### src/rtl/ahb_out_stage_rr_if.sv
// ahb_out_stage_rr_if: per-port input-stage fields and the shared slave-port signals of one output stage
interface ahb_out_stage_rr_if #(
  parameter int NUM_PORTS = 4,
  parameter int ADDR_W    = 32,
  parameter int DATA_W    = 32,
  parameter int USER_W    = 32
);
  logic [NUM_PORTS-1:0]        sel_op, held_tran_op, write_op, mastlock_op;
  logic [2*NUM_PORTS-1:0]      trans_op;
  logic [3*NUM_PORTS-1:0]      size_op, burst_op;
  logic [4*NUM_PORTS-1:0]      prot_op, master_op;
  logic [ADDR_W*NUM_PORTS-1:0] addr_op;
  logic [USER_W*NUM_PORTS-1:0] auser_op, wuser_op;
  logic [DATA_W*NUM_PORTS-1:0] wdata_op;
  logic                        HREADYOUTM;
  logic [NUM_PORTS-1:0]        active_op;
  logic                        HSELM, HWRITEM, HMASTLOCKM, HREADYMUXM;
  logic [1:0]                  HTRANSM;
  logic [2:0]                  HSIZEM, HBURSTM;
  logic [3:0]                  HPROTM, HMASTERM;
  logic [ADDR_W-1:0]           HADDRM;
  logic [USER_W-1:0]           HAUSERM, HWUSERM;
  logic [DATA_W-1:0]           HWDATAM;
  modport slave (
    input  sel_op, held_tran_op, write_op, mastlock_op, trans_op, size_op, burst_op, prot_op,
           master_op, addr_op, auser_op, wuser_op, wdata_op, HREADYOUTM,
    output active_op, HSELM, HWRITEM, HMASTLOCKM, HREADYMUXM, HTRANSM, HSIZEM, HBURSTM,
           HPROTM, HMASTERM, HADDRM, HAUSERM, HWUSERM, HWDATAM
  );
  modport master (
    output sel_op, held_tran_op, write_op, mastlock_op, trans_op, size_op, burst_op, prot_op,
           master_op, addr_op, auser_op, wuser_op, wdata_op, HREADYOUTM,
    input  active_op, HSELM, HWRITEM, HMASTLOCKM, HREADYMUXM, HTRANSM, HSIZEM, HBURSTM,
           HPROTM, HMASTERM, HADDRM, HAUSERM, HWUSERM, HWDATAM
  );
endinterface

### src/rtl/ahb_out_stage_rr.sv
// ahb_out_stage_rr: N-port AHB output stage with registered round-robin arbitration, lock and burst hold
// Define AHB_OSTG_FIXED_PRIO_EN to make the lowest-index requesting port win instead of rotating.
module ahb_out_stage_rr #(
  parameter int NUM_PORTS = 4,
  parameter int ADDR_W    = 32,
  parameter int DATA_W    = 32,
  parameter int USER_W    = 32
) (
  input logic               HCLK,
  input logic               HRESET,
  ahb_out_stage_rr_if.slave bus
);
  localparam int PIDX_W = $clog2(NUM_PORTS);
  logic [PIDX_W-1:0]    grant_q, rr_ptr_q, data_port_q, win;
  logic                 no_port_q, data_vld_q, slave_sel_q, hsel_lock_q, hsel_lock_d, hlock_arb, hold, any_req;
  logic [3:0]           beat_cnt_q, beat_cnt_d;
  logic [NUM_PORTS-1:0] req;
  logic [1:0]           trans_a [NUM_PORTS];
  logic [2:0]           size_a [NUM_PORTS], burst_a [NUM_PORTS];
  logic [3:0]           prot_a [NUM_PORTS], master_a [NUM_PORTS];
  logic [ADDR_W-1:0]    addr_a [NUM_PORTS];
  logic [USER_W-1:0]    auser_a [NUM_PORTS], wuser_a [NUM_PORTS];
  logic [DATA_W-1:0]    wdata_a [NUM_PORTS];
  for (genvar p = 0; p < NUM_PORTS; p++) begin : g_unpack
    assign trans_a[p]  = bus.trans_op[2*p +: 2];
    assign size_a[p]   = bus.size_op[3*p +: 3];
    assign burst_a[p]  = bus.burst_op[3*p +: 3];
    assign prot_a[p]   = bus.prot_op[4*p +: 4];
    assign master_a[p] = bus.master_op[4*p +: 4];
    assign addr_a[p]   = bus.addr_op[ADDR_W*p +: ADDR_W];
    assign auser_a[p]  = bus.auser_op[USER_W*p +: USER_W];
    assign wuser_a[p]  = bus.wuser_op[USER_W*p +: USER_W];
    assign wdata_a[p]  = bus.wdata_op[DATA_W*p +: DATA_W];
  end
  assign req            = bus.sel_op & bus.held_tran_op;
  assign any_req        = |req;
  assign bus.active_op  = no_port_q ? '0 : NUM_PORTS'(1) << grant_q;
  assign bus.HSELM      = !no_port_q & bus.sel_op[grant_q];
  assign bus.HWRITEM    = !no_port_q & bus.write_op[grant_q];
  assign bus.HMASTLOCKM = !no_port_q & bus.mastlock_op[grant_q];
  assign bus.HTRANSM    = no_port_q ? 2'b00 : trans_a[grant_q];
  assign bus.HSIZEM     = no_port_q ? 3'b000 : size_a[grant_q];
  assign bus.HBURSTM    = no_port_q ? 3'b000 : burst_a[grant_q];
  assign bus.HPROTM     = no_port_q ? 4'h0 : prot_a[grant_q];
  assign bus.HMASTERM   = no_port_q ? 4'h0 : master_a[grant_q];
  assign bus.HADDRM     = no_port_q ? '0 : addr_a[grant_q];
  assign bus.HAUSERM    = no_port_q ? '0 : auser_a[grant_q];
  assign bus.HWDATAM    = data_vld_q ? wdata_a[data_port_q] : '0;
  assign bus.HWUSERM    = data_vld_q ? wuser_a[data_port_q] : '0;
  assign bus.HREADYMUXM = slave_sel_q ? bus.HREADYOUTM : 1'b1;
  // beat_cnt counts SEQ beats still owed by a fixed-length burst
  always_comb begin
    beat_cnt_d = beat_cnt_q;
    if (bus.HSELM)
      beat_cnt_d = bus.HTRANSM == 2'b10 ? (bus.HBURSTM[2:1] == 2'd3 ? 4'd15 :
                                           bus.HBURSTM[2:1] == 2'd2 ? 4'd7 :
                                           bus.HBURSTM[2:1] == 2'd1 ? 4'd3 : 4'd0) :
                   bus.HTRANSM == 2'b11 ? beat_cnt_q - {3'b000, |beat_cnt_q} :
                   bus.HTRANSM == 2'b00 ? 4'd0 : beat_cnt_q;
  end
  assign hsel_lock_d = (bus.HSELM & bus.HTRANSM[1] & bus.HMASTLOCKM) | (hsel_lock_q & bus.HMASTLOCKM);
  assign hlock_arb   = bus.HMASTLOCKM & (hsel_lock_q | bus.HSELM);
  assign hold        = !no_port_q & (hlock_arb | bus.HTRANSM == 2'b01 | beat_cnt_d != 4'd0);
  always_comb begin
    win = rr_ptr_q;
`ifdef AHB_OSTG_FIXED_PRIO_EN
    for (int i = NUM_PORTS - 1; i >= 0; i--)
      win = req[i] ? PIDX_W'(i) : win;
`else
    for (int k = NUM_PORTS; k >= 1; k--) begin
      logic [PIDX_W:0] idx;
      idx = {1'b0, rr_ptr_q} + (PIDX_W+1)'(k);
      idx = idx >= (PIDX_W+1)'(NUM_PORTS) ? idx - (PIDX_W+1)'(NUM_PORTS) : idx;
      win = req[idx[PIDX_W-1:0]] ? idx[PIDX_W-1:0] : win;
    end
`endif
  end
  always_ff @(posedge HCLK or posedge HRESET)
    if (HRESET) begin
      grant_q     <= '0;
      no_port_q   <= 1'b1;
      rr_ptr_q    <= PIDX_W'(NUM_PORTS - 1);
      data_port_q <= '0;
      data_vld_q  <= 1'b0;
      slave_sel_q <= 1'b0;
      hsel_lock_q <= 1'b0;
      beat_cnt_q  <= 4'd0;
    end else if (bus.HREADYMUXM) begin
      slave_sel_q <= bus.HSELM;
      hsel_lock_q <= hsel_lock_d;
      beat_cnt_q  <= beat_cnt_d;
      data_port_q <= grant_q;
      data_vld_q  <= !no_port_q;
      if (!hold) begin
        grant_q   <= any_req ? win : grant_q;
        rr_ptr_q  <= any_req ? win : rr_ptr_q;
        no_port_q <= !any_req;
      end
    end
endmodule

### src/flat_wrapper.sv
// flat-port wrapper written by rule: the top's interface ports become plain ports
module ahb_out_stage_rr_flat 
#(
  parameter int NUM_PORTS = 4,
  parameter int ADDR_W    = 32,
  parameter int DATA_W    = 32,
  parameter int USER_W    = 32
)
  (HCLK, HRESET, bus_sel_op, bus_held_tran_op, bus_write_op, bus_mastlock_op, bus_trans_op, bus_size_op, bus_burst_op, bus_prot_op, bus_master_op, bus_addr_op, bus_auser_op, bus_wuser_op, bus_wdata_op, bus_HREADYOUTM, bus_active_op, bus_HSELM, bus_HWRITEM, bus_HMASTLOCKM, bus_HREADYMUXM, bus_HTRANSM, bus_HSIZEM, bus_HBURSTM, bus_HPROTM, bus_HMASTERM, bus_HADDRM, bus_HAUSERM, bus_HWUSERM, bus_HWDATAM);
  ahb_out_stage_rr_if #(.NUM_PORTS(NUM_PORTS), .ADDR_W(ADDR_W), .DATA_W(DATA_W), .USER_W(USER_W)) bus_i ();
  input logic HCLK;
  input logic HRESET;
  input wire logic [$bits(bus_i.sel_op)-1:0] bus_sel_op;
  input wire logic [$bits(bus_i.held_tran_op)-1:0] bus_held_tran_op;
  input wire logic [$bits(bus_i.write_op)-1:0] bus_write_op;
  input wire logic [$bits(bus_i.mastlock_op)-1:0] bus_mastlock_op;
  input wire logic [$bits(bus_i.trans_op)-1:0] bus_trans_op;
  input wire logic [$bits(bus_i.size_op)-1:0] bus_size_op;
  input wire logic [$bits(bus_i.burst_op)-1:0] bus_burst_op;
  input wire logic [$bits(bus_i.prot_op)-1:0] bus_prot_op;
  input wire logic [$bits(bus_i.master_op)-1:0] bus_master_op;
  input wire logic [$bits(bus_i.addr_op)-1:0] bus_addr_op;
  input wire logic [$bits(bus_i.auser_op)-1:0] bus_auser_op;
  input wire logic [$bits(bus_i.wuser_op)-1:0] bus_wuser_op;
  input wire logic [$bits(bus_i.wdata_op)-1:0] bus_wdata_op;
  input wire logic [$bits(bus_i.HREADYOUTM)-1:0] bus_HREADYOUTM;
  output wire logic [$bits(bus_i.active_op)-1:0] bus_active_op;
  output wire logic [$bits(bus_i.HSELM)-1:0] bus_HSELM;
  output wire logic [$bits(bus_i.HWRITEM)-1:0] bus_HWRITEM;
  output wire logic [$bits(bus_i.HMASTLOCKM)-1:0] bus_HMASTLOCKM;
  output wire logic [$bits(bus_i.HREADYMUXM)-1:0] bus_HREADYMUXM;
  output wire logic [$bits(bus_i.HTRANSM)-1:0] bus_HTRANSM;
  output wire logic [$bits(bus_i.HSIZEM)-1:0] bus_HSIZEM;
  output wire logic [$bits(bus_i.HBURSTM)-1:0] bus_HBURSTM;
  output wire logic [$bits(bus_i.HPROTM)-1:0] bus_HPROTM;
  output wire logic [$bits(bus_i.HMASTERM)-1:0] bus_HMASTERM;
  output wire logic [$bits(bus_i.HADDRM)-1:0] bus_HADDRM;
  output wire logic [$bits(bus_i.HAUSERM)-1:0] bus_HAUSERM;
  output wire logic [$bits(bus_i.HWUSERM)-1:0] bus_HWUSERM;
  output wire logic [$bits(bus_i.HWDATAM)-1:0] bus_HWDATAM;
  assign bus_i.sel_op = bus_sel_op;
  assign bus_i.held_tran_op = bus_held_tran_op;
  assign bus_i.write_op = bus_write_op;
  assign bus_i.mastlock_op = bus_mastlock_op;
  assign bus_i.trans_op = bus_trans_op;
  assign bus_i.size_op = bus_size_op;
  assign bus_i.burst_op = bus_burst_op;
  assign bus_i.prot_op = bus_prot_op;
  assign bus_i.master_op = bus_master_op;
  assign bus_i.addr_op = bus_addr_op;
  assign bus_i.auser_op = bus_auser_op;
  assign bus_i.wuser_op = bus_wuser_op;
  assign bus_i.wdata_op = bus_wdata_op;
  assign bus_i.HREADYOUTM = bus_HREADYOUTM;
  assign bus_active_op = bus_i.active_op;
  assign bus_HSELM = bus_i.HSELM;
  assign bus_HWRITEM = bus_i.HWRITEM;
  assign bus_HMASTLOCKM = bus_i.HMASTLOCKM;
  assign bus_HREADYMUXM = bus_i.HREADYMUXM;
  assign bus_HTRANSM = bus_i.HTRANSM;
  assign bus_HSIZEM = bus_i.HSIZEM;
  assign bus_HBURSTM = bus_i.HBURSTM;
  assign bus_HPROTM = bus_i.HPROTM;
  assign bus_HMASTERM = bus_i.HMASTERM;
  assign bus_HADDRM = bus_i.HADDRM;
  assign bus_HAUSERM = bus_i.HAUSERM;
  assign bus_HWUSERM = bus_i.HWUSERM;
  assign bus_HWDATAM = bus_i.HWDATAM;
  ahb_out_stage_rr #(.NUM_PORTS(NUM_PORTS), .ADDR_W(ADDR_W), .DATA_W(DATA_W), .USER_W(USER_W)) u_core (.HCLK(HCLK), .HRESET(HRESET), .bus(bus_i));
endmodule
### config.mk
export PLATFORM = sky130hd
export DESIGN_NAME = ahb_out_stage_rr_flat
export DESIGN_NICKNAME = d
export VERILOG_FILES = /design/src/rtl/ahb_out_stage_rr_if.sv /design/src/rtl/ahb_out_stage_rr.sv /design/src/flat_wrapper.sv
export SDC_FILE = /design/constraint.sdc
export NUM_CORES = 1
export LEC_CHECK = 0
export ABC_AREA = 1
export ABC_CLOCK_PERIOD_IN_PS = 4050
export CAP_MARGIN = 20
export CELL_PAD_IN_SITES_DETAIL_PLACEMENT = 2
export CELL_PAD_IN_SITES_GLOBAL_PLACEMENT = 2
export CORE_AREA = 2 2 287 289
export DETAILED_ROUTE_END_ITERATION = 7
export DIE_AREA = 0 0 289 291
export DONT_BUFFER_PORTS = 1
export PLACE_DENSITY = 0.3
export SYNTH_ARGS = -nofsm -noshare
export SYNTH_HDL_FRONTEND = slang
export SYNTH_SLANG_ARGS = --single-unit
export TNS_END_PERCENT = 50
### constraint.sdc
create_clock -name HCLK -period 4.05 [get_ports HCLK]
set_clock_uncertainty 0.05 [all_clocks]
set_input_delay 1.215 -clock HCLK [delete_from_list [all_inputs] [get_ports HCLK]]
set_output_delay 1.215 -clock HCLK [all_outputs]
set_load 0.05 [all_outputs]
==> out/metrics.yaml <==
route:
  wl_per_cell_um: 22.4
  dr.pass1.iters: 5
  wl_um: 50000
  drc: 0
  avgViaCountPerCell: 3.84
  vias: 8566
  drtIter0Drc: 326
  ant_nets: 0
global_routing:
  grt_max_degree: 130
  grt_overflow: 0
  use_met3: 0.0281
  grt.total_usage: 0.110
  grt-busiest-layer: "met2"
  grt_pass1_vias: 9356
  antenna_found_initial: 22
  grt_pass1_wl_um: 67900
  grtUsageMet2: 0.214
  use_met1: 0.111
clocking:
  clk_pin_slew_ns: 0.06
  clk_latency_ns: 0.26
  cts_tree: "built"
  clock-sinks: 14
  post_cts_buffers: 0
  clockBufferDepth: 2
  cts.repair.resized: 0
  cts_root_buf: "clkbuf_16"
  numCtsBuffers: 3
  cts.hold.buffers_added: 0
  htree_num_levels: 1
hold_path:
  hold_class: "reg -> reg"
critical_path:
  cp-end-kind: "output pin"
  start_kind: "flip-flop"
  arrival_ns: 2.33
  worstPathMaxFanout: 78
  critPathRequiredTime_ns: 2.78
  crit_type: "reg -> out"
logic_synthesis:
  syn_inst: 1079
  synth_cell_type_count: 31
  synthArstFlopShare: 1.00
  synthFlopType: "dfrtp_1"
  synthTopCellsByCount: "nor2_1 (275), nand2_1 (168), o21ai_0 (122)"
  synth.most_common_cell: "nor2_1"
  synth_area_um2: 5360
  synth_top_cell_area_share: 0.193
  synth_area_leaders: "nor2_1 (19%), nand2_1 (12%), o21ai_0 (11%), a22oi_1 (11%), a31oi_1 (9.1%)"
  synth-seq-area-share: 0.0661
  syn_nets: 1676
  yosysTopAreaCell: "nor2_1"
  synth_edf_count: 0
  avgSynthCellArea_um2: 4.97
  synth_seq_cells: 14
  yosys_warnings: 0
pwr:
  power_density_nw_per_um2: 1340
  ir_drop_uv: 545
  p_total_mw: 10.6
  p_leak_nw: 2.83
sta:
  relSlewSlack: 0.423
  final.setup.tns_ns: 0
  maxSlewViolCount: 0
  finalCritPeriodShare: 0.887
  fin_crit_ns: 3.59
  worst_slew_pin_slew_ns: 0.866
  rsz0062_at_grt: "no"
  setup_viol_count_final: 0
  finalHoldViolations: 0
  fmax_mhz: 278
die:
  start_util: 0.0660
  die_h_um: 291
  core_area_um2: 81200
  rows: 105
  ios: 747
  die_area_um2: 84100
  fp.dieW_um: 289
flow_run:
  max_cap_violations: 0
placement:
  hpwl_um: 41300
  port_buffers: 0
  gp_congestion: 0.786
cells_and_area:
  drive_gt1_frac: 0.180
  area_growth_pct: 47.9
  layout.nets: 1746
outcome:
  status: "finished clean"
[critical path: stages (launching register included)]
cell	delay [ns]
dfrtp_4	0.58
inv_2	0.21
nand2_1	0.11
inv_2	0.08
buf_12	0.28
a22oi_1	0.15
a31oi_1	0.25
buf_4	0.26
[state kept, by name (all words and copies together), names as in the netlist]
signal              flops
u_core.beat_cnt_q       4
u_core.data_port_q      2
u_core.grant_q          2
u_core.rr_ptr_q         2
u_core.data_vld_q       1
u_core.hsel_lock_q      1
u_core.no_port_q        1
u_core.slave_sel_q      1
[cell usage in the layout (no fill, tap or decap), types with 13 or more instances in the layout]
cell	synthesis	layout
a21oi_1	69	69
a22oi_1	77	77
nand2_1	168	168
nor2_1	275	275
buf_12	0	17
diode_2	0	13
buf_4	1	152
o21ai_1	16	16
o21ai_0	122	122
a31oi_1	78	72
nand3_1	89	89
inv_1	30	28
[final timing paths]
path	start	endpoint	slack (ns)	cells after the start
setup / recovery	u_core.grant_q[1]	bus_HAUSERM[20]	0.46	7
hold / removal	u_core.rr_ptr_q[1]	u_core.rr_ptr_q[1]	0.44	2
setup reg to reg	u_core.grant_q[1]	u_core.grant_q[1]	1.23	16
hold reg to reg	u_core.rr_ptr_q[1]	u_core.rr_ptr_q[1]	0.44	2
max in group asynchronous	HRESET	u_core.grant_q[1]	2.58	1
min in group asynchronous	HRESET	u_core.data_vld_q	0.88	1
[final cells by class]
class / count / area (µm²)
Tap cell: 1070 / 1340
Sequential cell: 14 / 370
Timing Repair Buffer: 169 / 1480
Multi-Input combinational cell: 924 / 4490
Clock buffer: 4 / 78.8
Inverter: 37 / 140
Antenna cell: 13 / 32.5
Fill cell: 9904 / 73300
[power breakdown]
group          leakage, nW  total, mW  internal, mW  switching [mW]
sequential           0.162      0.337         0.230           0.108
combinational         2.63       10.1          2.72            7.39
clock               0.0382      0.202         0.134          0.0683
[metrics by stage]
stage / std cells / hold WS [ns] / setup slack, ns / area (µm²) / util
floorplan: 1079 / 0.407 / 0.596 / 5360 / -
global placement: 2214 / 0.427 / 0.450 / 7820 / 0.0963
finish: 2231 / 0.441 / 0.457 / 7930 / 0.0977
detailed placement: 2214 / 0.439 / 0.457 / 7820 / 0.0963
global route: 2231 / 0.465 / 0.277 / 7930 / 0.0977
CTS: 2218 / 0.448 / 0.317 / 7900 / 0.0973
[logic make-up (layout without fill, tap and decap cells)]
group | count (synthesis) | after routing | synth area share
simple gates | 555 | 555 | 0.427
buf+inv | 141 | 210 | 0.104
flops | 14 | 14 | 0.0661
fa+ha+maj | 2 | 2 | 0.00467
compound gates | 366 | 366 | 0.397
xor+xnor | 1 | 1 | 0.00163
other cells | 0 | 13 | 0
[layer usage]
layer | vias to the layer above | part of all wire
li1 | 3883 | -
met1 | 4151 | 0.36
met2 | 478 | 0.54
met3 | 52 | 0.080
met4 | 2 | 0.024
met5 | - | 0.00026
(Power assumes the default switching activity.)
